### src/rtl/prbs_popcount.sv
// Combinational population count of a 31-bit error vector.
module prbs_popcount (
    input  logic [30:0] vec_i,
    output logic [4:0]  count_o
);

    always_comb begin
        count_o = '0;
        for (int i = 0; i < 31; i++) begin
            count_o = count_o + 5'(vec_i[i]);
        end
    end

endmodule

### config.mk
export PLATFORM = sky130hd
export DESIGN_NAME = prbs_popcount
export DESIGN_NICKNAME = d
export VERILOG_FILES = /design/src/rtl/prbs_popcount.sv
export SDC_FILE = /design/constraint.sdc
export NUM_CORES = 1
export LEC_CHECK = 0
export CAP_MARGIN = 20
export CORE_MARGIN = 4
export CORE_UTILIZATION = 48
export DETAILED_ROUTE_END_ITERATION = 10
export GPL_ROUTABILITY_DRIVEN = 1
export GPL_TIMING_DRIVEN = 0
export PLACE_DENSITY_LB_ADDON = 0.3
export SETUP_SLACK_MARGIN = 0.15
export SLEW_MARGIN = 20
export SYNTH_ARGS = -nofsm -noshare
export SYNTH_HDL_FRONTEND = slang
export SYNTH_SLANG_ARGS = --single-unit
### constraint.sdc
create_clock -name vclk -period 14.1
set_clock_uncertainty 0.15 [all_clocks]
set_input_delay 1.41 -clock vclk [all_inputs]
set_output_delay 1.41 -clock vclk [all_outputs]
set_load 0.01 [all_outputs]
# Word level (Yosys, flattened, before mapping)
# Cells that the tools add are included.
dict set report classes {
  addsub 30
}
# cell n
set op_table {}
lappend op_table {{5-bit by 1-bit adder with 5-bit output} 26}
lappend op_table {{4-bit by 1-bit adder with 5-bit output} 1}
lappend op_table {{3-bit by 1-bit adder with 4-bit output} 1}
lappend op_table {{2-bit by 1-bit adder with 3-bit output} 1}
lappend op_table {{1-bit by 1-bit adder with 2-bit output} 1}
dict set report word_totals {
  elab_cells 30
  in_bits 31
  out_inout_bits 5
  register_bits 0
}

# Longest topological paths before layout
# Gate-level depths: netlist of run 1.
dict set report logic_depth {
  depth_word 30
  ltp_mapped 16
  ltp_nobuf 16
}

# Least setup slack after synthesis of run 1
# Ideal clock, no wire load.
dict set report synth_timing {
  kind {input-to-output}
  startpoint {in vec_i[17]}
  endpoint {out count_o[4]}
  required_time_ns 12.540
  n_path_buf 0
  arrival_ns 5.734
  path_stages 14
  slack_ns 6.806
  cell_sequence {fa_1 inv_1 fa_1 inv_1 fa_1 inv_1 fa_1 fa_1 fa_1 fa_1 fa_1 nand2b_1 a21oi_2 xor2_1}
}
dict set report synth_via {
  elab_chain_cells 14
}
# item line
set synth_lines {}
lappend synth_lines {{from (decl)} 3} ;# input logic [30:0] vec_i,
lappend synth_lines {{5-bit by 1-bit adder with 5-bit output (14 in a row)} 10} ;# count_o = count_o + 5'(vec_i[i]);
lappend synth_lines {{to (decl)} 4} ;# output logic [4:0] count_o
# Every way passes these cells.

# Worst setup path after layout of run 1
# Same ends and word-level chain as after synthesis.

==> impl_metrics.csv, run 1 <==
group,metric,value,unit
synth,yosysUniqueCellTypes,11,
cts,cts_resized,0,
place,place_inst,141,
final_layout,drive_above_1_share,0.800,%
synth,synth_nets,150,
sta,rsz0062_at_grt,"no",
synth,netlist_top_cells_count,"inv_1 (49), fa_1 (23), ha_1 (7)",
sta,worst_slew_pin_slew,0.151,ns
floorplan,core,1540,um2
critical_path,end_kind,"primary output",
place,gp_congestion,0.644,
sta,tns,0,ns
global_route,grt_pass1_wl,2520,um
routing,wl_per_cell,9.86,um
place,placed_cell_area,1170,um2
floorplan,dieArea,2370,um2
critical_path,startpoint_type,"primary input",
final_layout,n_sequential_cell,0,
synth,netlist_area,795,um2
floorplan,pin_count,36,
floorplan,die_h,48.7,um
synth,synth.most_common_cell,"inv_1",
cts,ctsHoldBuffers,0,
global_route,antenna_found_initial,0,
global_route,grt_max_degree,5,
synth,yosysTopAreaCellShare,58.0,%
routing,wl,1390,um
sta,final-hold-violation-count,0,
final_layout,num_antenna_cells,0,
final_layout,area_delta_synth_final,47.9,%
synth,yosysWarnings,0,
sta,layout_min_cycle_time,8.34,ns
sta,setup_viol,0,
critical_path,worstPathMaxFanout,2,
sta,timing.max_slew.rel_slack,89.9,%
critical_path,crit_arrival,6.78,ns
status,status,"complete, no violations",
final_layout,n_clock_buffer,0,
final_layout,fin_cells,141,
hold_path,hold_end,"count_o[0]",
cts,cts_setup_buffers,0,
critical_path,cp.required,12.54,ns
final_layout,nets,188,
final_layout,fin_area,1170,um2
sta,layout_worst_path_cycle_share,59.2,%
final_layout,seqCellArea,0,um2
sta,fmax,0.120,GHz
floorplan,die_x,48.7,um
synth,syn_avg_cell_area,8.93,um2
global_route,first_global_vias,685,
routing,drc,0,
routing,first_pass_iters,3,
final_layout,n_fill_cell,119,
synth,syn_inst,89,
floorplan,start_util,51.5,%
synth,ys_top_cells_by_area,"fa_1 (58%), inv_1 (23%), ha_1 (11%), xor2_1 (2.2%), a21oi_2 (1.1%)",
floorplan,core.rowCount,14,
sta,drv_slew,0,
synth,ys_seq_area_share,0,%
place,dp_hpwl,1440,um
hold_path,whs_path_depth,5,
global_route,overflow,0,
routing,vias,613,
critical_path,crit_type,"primary input to primary output",
synth,yosysTopAreaCell,"fa_1",
routing,routed_via_density,4.35,
routing,drt_first_iter_violations,3,
hold_path,hold_class,"primary input to primary output",
place,io_buffers,36,
job,max_cap_violations,0,
hold_path,min-delay-start,"vec_i[2]",
routing,ant_nets,0,
global_route,track_usage,12.5,%
layer usage:
layer  GRT usage, %  up-vias  wire, um  share of wire (%)
li1               -      300         -                  -
met1           12.9      292       410                 29
met2           27.2       21       889                 64
met3           1.53        0        90                6.5
met4              0        0         0                  0
met5              0        -         0                  0
metrics by stage:
step	hold WS (ns)	utilization [%]	setup WS (ns)
floorplan	2.93	-	6.81
global placement	3.79	76.2	5.79
detailed placement	3.81	76.2	5.73
CTS	3.82	76.2	5.71
global route	3.87	76.2	5.53
finish	3.80	76.2	5.76
worst max-delay path, stage by stage:
cell             delay (ns)
clkdlybuf4s50_1        0.43
fa_1                   0.54
inv_1                  0.05
fa_1                   0.49
inv_1                  0.05
fa_1                   0.48
inv_1                  0.05
fa_1                   0.46
fa_1                   0.53
fa_1                   0.43
fa_1                   0.42
fa_1                   0.41
nand2b_1               0.18
a21oi_2                0.14
xor2_1                 0.15
clkdlybuf4s50_1        0.55
how the worst max path moves through the flow:
stage	start	endpoint	slack (ns)	cells past startpoint
6_report	vec_i[17]	count_o[4]	5.76	16
5_1_grt	vec_i[17]	count_o[4]	5.53	16
3_5_place_dp	vec_i[17]	count_o[4]	5.73	16
2_1_floorplan	vec_i[17]	count_o[4]	6.81	14
3_3_place_gp	vec_i[17]	count_o[4]	5.79	16
4_1_cts	vec_i[17]	count_o[4]	5.71	16
cell type report:
type	count	area [um2]	area share, %
multi-input cells	40	611	52.0
repair buffers	36	360	30.7
inverters	49	184	15.7
well taps	16	20.0	1.70
logic make-up after synthesis:
family / share of synthesized area (%)
AOI/OAI and AO/OA: 2.36
xor gates and xnor gates: 3.31
adders and majority gates: 69.0
buffers and inverters: 23.2
and+or+nand+nor: 2.21
placed cells by master, fill, tap and decap left out:
| cell | instances |
|---|---|
| a21oi_1 | 1 |
| a21oi_2 | 1 |
| clkdlybuf4s50_1 | 36 |
| fa_1 | 23 |
| ha_1 | 7 |
| inv_1 | 49 |
| nand2_1 | 1 |
| nand2b_1 | 1 |
| nor2_1 | 2 |
| o21ai_1 | 1 |
| xnor2_1 | 1 |
| xor2_1 | 2 |
Power of run 1 is left out: the tool's default activity adds up to more than one toggle a clock period on the data nets, which glitch-free logic cannot reach.
==> inputs of run 2 (changes only) <==
--- a/config.mk
+++ b/config.mk
@@ -7,7 +7,7 @@
 export LEC_CHECK = 0
 export CAP_MARGIN = 20
 export CORE_MARGIN = 4
-export CORE_UTILIZATION = 48
+export CORE_UTILIZATION = 45
 export DETAILED_ROUTE_END_ITERATION = 10
 export GPL_ROUTABILITY_DRIVEN = 1
 export GPL_TIMING_DRIVEN = 0
==> constraint.sdc (replaced) <==
create_clock -name vclk -period 7.7
set_clock_uncertainty 0.15 [all_clocks]
set_input_delay 0.77 -clock vclk [all_inputs]
set_output_delay 0.77 -clock vclk [all_outputs]
set_load 0.01 [all_outputs]
==> run 2 against run 1 <==
  * Via count fell by 2.1%
  * Final area up 0.85%
  * Critical path depth stayed put
  * Global-route usage is 0.49 points higher
  * Clock-buffer cell count stayed put
  * Die area rose by 5.6%
  * Wire length shrank 0.22%
  * Worst setup slack worse by 5.1 ns
  * Final cell count up 5.7%
  * Sequential cell count did not move
==> impl_metrics.csv, run 2 (synthesis results as in run 1) <==
group,metric,value,unit
sta,fmax,0.142,GHz
critical_path,path_buf_inv,5,
floorplan,start_util,49.8,%
routing,vias,600,
critical_path,startpoint_type,"primary input",
floorplan,die_x,50.0,um
sta,final-hold-violation-count,0,
critical_path,critPathMostFrequentCell,"fa_1",
critical_path,worstPathCellList,"clkdlybuf4s50_1, fa_1, inv_1, fa_1, inv_1, fa_1, inv_1, fa_1, fa_1, fa_1, fa_1, fa_1, nand2b_1, a21oi_2, xor2_1, clkdlybuf4s50_1",
floorplan,die_h,50.0,um
hold_path,whs_path_depth,5,
sta,worst_slew_pin_slew,0.140,ns
critical_path,critPathMaxStageDelay,0.55,ns
final_layout,layout_common_cells,"inv_1 (49), clkdlybuf4s50_1 (36), fa_1 (23)",
routing,first_pass_iters,2,
sta,timing.max_slew.rel_slack,90.6,%
routing,drt_first_iter_violations,1,
power,power_density,583,nW/um2
power,power.switching,312,uW
place,dp_hpwl,1460,um
final_layout,seqCellArea,0,um2
global_route,grt_busiest_layer,"met2",
critical_path,crit_type,"primary input to primary output",
floorplan,core,1590,um2
final_layout,n_sequential_cell,0,
routing,wl_per_cell,9.31,um
cts,cts_resized,0,
floorplan,dieArea,2500,um2
global_route,grt_max_degree,5,
routing,wl,1390,um
hold_path,hold_class,"primary input to primary output",
sta,finalWorstSetupSlack,0.636,ns
global_route,use_met1,11.5,%
hold_path,hold_end,"count_o[0]",
routing,routed_via_density,4.03,
critical_path,cp_top_family,"adder cells",
routing,drc,0,
place,dpl_worst_slack,0.610,ns
sta,drv_slew,0,
place,gp_congestion,0.648,
critical_path,worstPathMaxFanout,2,
critical_path,crit_arrival,6.14,ns
final_layout,final_util,74.3,%
critical_path,cp.required,6.78,ns
final_layout,area_delta_synth_final,49.1,%
cts,cts_setup_buffers,0,
power,power.leakage,0.650,nW
place,io_buffers,36,
critical_path,crit_path_start,"vec_i[17]",
status,status,"complete, no violations",
power,switching_share,45.1,%
sta,tns,0,ns
global_route,met3_usage,0.602,%
final_layout,n_clock_buffer,0,
power,power.total,691,uW
power,seqPwrFrac,0,%
sta,layout_min_cycle_time,7.06,ns
global_route,first_global_vias,683,
global_route,use_met2,31.1,%
critical_path,end_kind,"primary output",
final_layout,layout_commonest_cell,"inv_1",
floorplan,core.rowCount,14,
hold_path,min-delay-start,"vec_i[4]",
sta,layout_worst_path_cycle_share,91.7,%
global_route,track_usage,13.0,%
job,max_cap_violations,0,
sta,setup_viol,0,
floorplan,pin_count,36,
sta,rsz0062_at_grt,"no",
power,clock_power_share,0,%
final_layout,num_antenna_cells,0,
global_route,antenna_found_initial,0,
global_route,grt_pass1_wl,2550,um
power,intPower,380,uW
power,vdd.ir_drop.worst,0.758,mV
routing,ant_nets,0,
final_layout,n_fill_cell,129,
global_route,overflow,0,
critical_path,slowest_stage,"fa_1",
final_layout,drive_above_1_share,0.800,%
cts,ctsHoldBuffers,0,
final_layout,nets,188,
power,power_frac_comb,100.0,%
==> run 2: cell counts in the layout (fill, tap and decap cells not counted) <==
No cell type changed its count.
==> run 2: how the worst max path moves through the flow <==
stage,to,cells past startpoint
CTS,count_o[4],16
global placement,count_o[4],16
floorplan,count_o[4],14
global route,count_o[4],16
finish,count_o[4],16
detailed placement,count_o[4],16
==> run 2: layout make-up <==
class                           count  area (um2)  share of cell area [%]
Multi-Input combinational cell     40         611                    51.5
Inverter                           49         184                    15.5
Tap cell                           24        30.0                    2.53
Timing Repair Buffer               36         360                    30.4
==> run 2: routing by layer <==
metal  vias to the layer above  wire, um
li1                        300         -
met5                         -         0
met3                         0        89
met4                         0         0
met2                        18       911
met1                       282       385
==> run 2: stage by stage <==
step	hold slack [ns]	instances	cell area (um2)
2_1_floorplan	1.65	89	795
3_3_place_gp	2.51	149	1180
3_5_place_dp	2.51	149	1180
4_1_cts	2.52	149	1180
5_1_grt	2.57	149	1180
6_report	2.51	149	1180
==> run 2: power by group through the flow <==
stage	sequential, mW	clock, mW	combinational (mW)
global route	0	0	0.792
CTS	0	0	0.710
floorplan	0	0	0.421
finish	0	0	0.691
detailed placement	0	0	0.708
global placement	0	0	0.687
Power figures use the tool's default switching activity.
